--- config.mk ---
export PLATFORM = sky130hd
export DESIGN_NAME = serial_wide_comparator
export DESIGN_NICKNAME = d
export VERILOG_FILES = /design/src/rtl/cmp_pkg.sv /design/src/rtl/serial_wide_comparator_stage.sv /design/src/rtl/serial_wide_comparator.sv
export SDC_FILE = /design/constraint.sdc
export NUM_CORES = 1
export LEC_CHECK = 0
export CAP_MARGIN = 10
export CORE_ASPECT_RATIO = 2
export CORE_MARGIN = 2
export CORE_UTILIZATION = 35
export CTS_BUF_LIST = sky130_fd_sc_hd__clkbuf_8
export DETAILED_ROUTE_END_ITERATION = 8
export GPL_ROUTABILITY_DRIVEN = 0
export PLACE_DENSITY = 0.56
export SLEW_MARGIN = 20
export SYNTH_ARGS = -nofsm -noshare
export SYNTH_HDL_FRONTEND = slang
export SYNTH_SLANG_ARGS = --single-unit
--- constraint.sdc ---
create_clock -name clk -period 4.89 [get_ports clk]
set_clock_uncertainty 0.1 [all_clocks]
set_input_delay 1.467 -clock clk [delete_from_list [all_inputs] [get_ports clk]]
set_output_delay 1.467 -clock clk [all_outputs]
set_load 0.01 [all_outputs]
--- src/rtl/cmp_pkg.sv ---
// Shared types for the serial wide comparator.
//   state_t   : sequencer states (IDLE, RUN, DONE)
//   NIBBLE_W  : width of the slice compared per cycle
//   cascade_t : packed {lt, gt, eq} cascade / result triple, lt in the MSB
package cmp_pkg;

    localparam int NIBBLE_W = 4;

    typedef enum logic [1:0] {
        IDLE = 2'd0,
        RUN  = 2'd1,
        DONE = 2'd2
    } state_t;

    typedef struct packed {
        logic lt;
        logic gt;
        logic eq;
    } cascade_t;

endpackage

--- src/rtl/serial_wide_comparator_stage.sv ---
// nibble_cmp_stage: combinational 4-bit magnitude comparator slice with
// cascade inputs.
//   a_n, b_n  : operand nibbles (unsigned)
//   casc_in   : {lt,gt,eq} from the less significant nibbles
//   casc_out  : {lt,gt,eq} including this nibble
// A local difference overrides the cascade; equal nibbles pass the cascade
// through verbatim, so malformed seeds are not corrected.
module nibble_cmp_stage
    import cmp_pkg::*;
(
    input  logic [NIBBLE_W-1:0] a_n,
    input  logic [NIBBLE_W-1:0] b_n,
    input  cascade_t            casc_in,
    output cascade_t            casc_out
);

    always_comb begin
        casc_out = casc_in;
        if (a_n > b_n) begin
            casc_out = '{lt: 1'b0, gt: 1'b1, eq: 1'b0};
        end else if (a_n < b_n) begin
            casc_out = '{lt: 1'b1, gt: 1'b0, eq: 1'b0};
        end
    end

endmodule

--- src/rtl/serial_wide_comparator.sv ---
// serial_wide_comparator: WIDTH-bit unsigned magnitude comparator that walks
// one nibble pair per cycle, LSB first, through a single nibble_cmp_stage.
//   clk, rst_n           : clock, async active-low reset
//   start                : request a compare (accepted in IDLE or DONE)
//   a, b                 : operands, captured on accept
//   lt_in, gt_in, eq_in  : cascade seed, captured on accept
//   busy                 : high while nibbles are being processed
//   done                 : one-cycle pulse when lt/gt/eq are updated
//   lt, gt, eq           : final result, held until the next completion
//
// state | meaning
// IDLE  | waiting for start
// RUN   | one nibble per cycle, cascade register fed back into the stage
// DONE  | result published for one cycle; start here chains a new compare
module serial_wide_comparator
    import cmp_pkg::*;
#(
    parameter int WIDTH = 16
) (
    input  logic             clk,
    input  logic             rst_n,
    input  logic             start,
    input  logic [WIDTH-1:0] a,
    input  logic [WIDTH-1:0] b,
    input  logic             lt_in,
    input  logic             gt_in,
    input  logic             eq_in,
    output logic             busy,
    output logic             done,
    output logic             lt,
    output logic             gt,
    output logic             eq
);

    localparam int NIBBLES = WIDTH / NIBBLE_W;
    localparam int CNT_W   = (NIBBLES > 1) ? $clog2(NIBBLES) : 1;
    localparam logic [CNT_W-1:0] CNT_LAST = CNT_W'(NIBBLES - 1);

    if ((WIDTH % NIBBLE_W) != 0 || WIDTH < NIBBLE_W) begin : g_bad_width
        $error("serial_wide_comparator: WIDTH must be a positive multiple of 4");
    end

    state_t           state_q, state_d;
    logic [WIDTH-1:0] a_q, a_d, b_q, b_d;
    logic [CNT_W-1:0] cnt_q, cnt_d;
    cascade_t         casc_q, casc_d;
    cascade_t         res_q, res_d;
    logic             busy_q, busy_d;
    logic             done_q, done_d;

    logic [NIBBLE_W-1:0] a_nib, b_nib;
    cascade_t            stage_out;

    assign a_nib = a_q[cnt_q*NIBBLE_W +: NIBBLE_W];
    assign b_nib = b_q[cnt_q*NIBBLE_W +: NIBBLE_W];

    nibble_cmp_stage u_stage (
        .a_n      (a_nib),
        .b_n      (b_nib),
        .casc_in  (casc_q),
        .casc_out (stage_out)
    );

    always_comb begin
        state_d = state_q;
        a_d     = a_q;
        b_d     = b_q;
        cnt_d   = cnt_q;
        casc_d  = casc_q;
        res_d   = res_q;

        unique case (state_q)
            IDLE, DONE: begin
                if (start) begin
                    a_d     = a;
                    b_d     = b;
                    casc_d  = '{lt: lt_in, gt: gt_in, eq: eq_in};
                    cnt_d   = '0;
                    state_d = RUN;
                end else begin
                    state_d = IDLE;
                end
            end
            RUN: begin
                casc_d = stage_out;
                if (cnt_q == CNT_LAST) begin
                    res_d   = stage_out;
                    cnt_d   = '0;
                    state_d = DONE;
                end else begin
                    cnt_d = cnt_q + 1'b1;
                end
            end
            default: state_d = IDLE;
        endcase

        // Status flags are registered copies of the next state.
        busy_d = (state_d == RUN);
        done_d = (state_d == DONE);
    end

    always_ff @(posedge clk or negedge rst_n) begin
        if (!rst_n) begin
            state_q <= IDLE;
            a_q     <= '0;
            b_q     <= '0;
            cnt_q   <= '0;
            casc_q  <= '0;
            res_q   <= '0;
            busy_q  <= 1'b0;
            done_q  <= 1'b0;
        end else begin
            state_q <= state_d;
            a_q     <= a_d;
            b_q     <= b_d;
            cnt_q   <= cnt_d;
            casc_q  <= casc_d;
            res_q   <= res_d;
            busy_q  <= busy_d;
            done_q  <= done_d;
        end
    end

    assign busy = busy_q;
    assign done = done_q;
    assign lt   = res_q.lt;
    assign gt   = res_q.gt;
    assign eq   = res_q.eq;

endmodule

==> flow_summary.toml <==
[critical_path]
rrSetupSlack_ns = 2.45
crit_type = "primary input to flip-flop"
rr_startpoint = "cnt_q[0]$_DFFE_PN0P_"
startpoint = "start"
slowest_stage = "clkdlybuf4s50_1"
crit_path_max_fanout = 16
critPathLaunchType = "primary input"
critical-path-max-stage-delay_ns = 0.49
ff2ff_path_depth = 5
cp-end-kind = "flip-flop"
crit_arrival_ns = 3.13
worstPathCellList = "clkdlybuf4s50_1 > nor2b_4 > buf_4 > mux2_2"
crit_required_ns = 4.96

[clocking]
post-cts-setup-buffers = 0
holdBufCountCts = 0
clk_path_buf_depth = 2
insertion_delay_ns = 0.29
cts_tree = "yes"
cts.sinks = 44
cts.root.buffer_cell = "clkbuf_8"
post_cts_resized = 0
cts_buffers = 5
h-tree-depth = 2
clk_pin_slew_ns = 0.07

[finish]
antennaDiodeCount = 0
fin_nets = 225
area.sequential_sq_um = 1100
area_delta_synth_final_pct = 25.9
mostFrequentLayoutCells = "dfrtp_1 (44), clkdlybuf4s50_1 (41), mux2_4 (26)"
multi_input_area_sq_um = 908
final_common_cell = "dfrtp_1"
drive_above_1_share = 0.286
num-fill-cells = 551
final_util = 0.458

[logic_synthesis]
synth.avg_cell_area_sq_um = 15.4
yosys_warnings = 0
ys_seq_area_frac = 0.525
ys_ff_latch = 44
synth_cell_types = 24
synth_compound_area_frac = 0.0561
syn_inst = 136
synth_top_family_by_area = "multiplexers"
synth_fp_nets = 179
netlist_area_sq_um = 2100
synth_simple_gate_area_share = 0.0340
synth_xor_area_frac = 0
synthAdderAreaFrac = 0.0298
muxShareOfSynthArea = 0.310

[worst_hold_path]
min_path_cells = 2
hold_path.class = "flip-flop to flip-flop"
holdCritStartpoint = "gt$_DFFE_PN0P_"

[global_route]
grt_pass1_wl_mm = 6.62
antenna_found_initial = 0
track_usage = 0.130
grt_util_met3 = 0.0249
grt-ovfl-total = 0
grt_start_max_net_pins = 45
busiest_layer = "met2"
grt_use_met2 = 0.222
use_met1 = 0.157
grt_pass1_vias = 1373

[drt]
ant_nets = 0
wire_per_inst_microns = 15.9
vias = 1263
firstDrtPassIters = 6
drc = 3
wirelength_mm = 3.87
routed_via_density = 5.20
drt_iter0_markers = 20

[floorplanning]
die_x_microns = 58.7
io_pins = 43
coreArea_sq_um = 5760
dieArea_sq_um = 6660
start_util = 0.364
die_h_microns = 113
num_rows = 39

[power_and_ir_drop]
p_per_area_nw_per_um2 = 633
p_total_mw = 1.67
vdd_drop_max_v = 0.000281
power_leakage_nw = 1.16

[flow_run]
maxCapViolCount = 0

[sta]
hold_slack_ns = 0.389
final_hold_viol_count = 0
max_slew_margin = 0.588
fmax_ghz = 0.327
period_share = 0.625
setup_ws_ns = 1.83
period_needed_ns = 3.06
setup_viol = 0
slew_violations = 0
tightest_slew_ns = 0.618
grt_setup_unrepaired = "no"
final.setup.tns_ns = 0

[status]
outcome = "finished, violations left"
violations = "design-rule violations"

[placed_design]
hpwl_mm = 2.88
port_buffers = 42
dp_slack_ns = 1.52
-- where the power goes --
part | switching [mW] | total (mW) | leakage, nW | internal, mW
Sequential | 0.132 | 0.676 | 0.523 | 0.544
Clock | 0.115 | 0.210 | 0.0452 | 0.0951
Combinational | 0.312 | 0.785 | 0.597 | 0.473
-- worst paths after layout --
| check | endpoint |
|---|---|
| min in group asynchronous | b_q[4]$_DFFE_PN0N_ |
| max in group asynchronous | b_q[2]$_DFFE_PN0N_ |
| worst max-delay path | a_q[9]$_DFFE_PN0N_ |
| worst min-delay path | gt$_DFFE_PN0P_ |
| worst max register to register | casc_q[0]$_DFFE_PN0P_ |
| worst min register to register | gt$_DFFE_PN0P_ |
-- per-layer routing --
layer	vias up	routed length (microns)
li1	578	-
met1	647	1500
met2	34	2140
met3	4	172
met4	0	51
met5	-	0
-- final cells by class --
class                      count  share of cell area
timing repair buffer          45               0.171
sequential                    44               0.417
clock inverter                 2             0.00332
multi-input combinational     79               0.344
tap                           61              0.0289
inverter                       7             0.00995
clock buffer                   5              0.0261
-- cell usage after synthesis, drive strengths merged --
master   n  area [sq um]
a21oi    2          10.0
a22o     1          8.76
a22oi    2          15.0
a31oi    2          12.5
and2b    1          7.51
buf      5          63.8
clkbuf   1          5.00
dfrtp   44          1100
ha       5          62.6
inv      7          26.3
mux2    33           469
mux4     8           180
nand2    9          33.8
nor2     3          11.3
nor2b    1          6.26
nor3     1          5.00
o21a     1          7.51
o21ai    1          5.00
o21bai   2          15.0
o22ai    1          6.26
o31ai    5          37.5
or2b     1          7.51
-- worst max-delay path, delay by kind of cell --
kind	cells	cell delay [ns]
buffers and inverters	2	0.86
muxes	1	0.37
and+or+nand+nor	1	0.42
-- kinds of logic after synthesis --
| logic type | Yosys count |
|---|---|
| flip-flops | 44 |
| multiplexers | 41 |
| AO/OA/AOI/OAI | 17 |
| AND/OR/NAND/NOR | 16 |
| buffers and inverters | 13 |
| adder cells (fa/ha/maj) | 5 |
-- flip-flops by register name (all words and copies together), names as in the netlist --
| signal | cells |
|---|---|
| gt | 1 |
| eq | 1 |
| a_q | 16 |
| cnt_q | 2 |
| casc_q | 3 |
| b_q | 16 |
| done | 1 |
| lt | 1 |
| state_q | 2 |
| busy | 1 |
-- metrics by stage --
stage | instance area (sq um) | std cells
finish | 2640 | 243
global route | 2640 | 243
CTS | 2620 | 242
detailed placement | 2540 | 235
global placement | 2540 | 235
floorplan | 2100 | 136
Power figures use the tool's default switching activity.
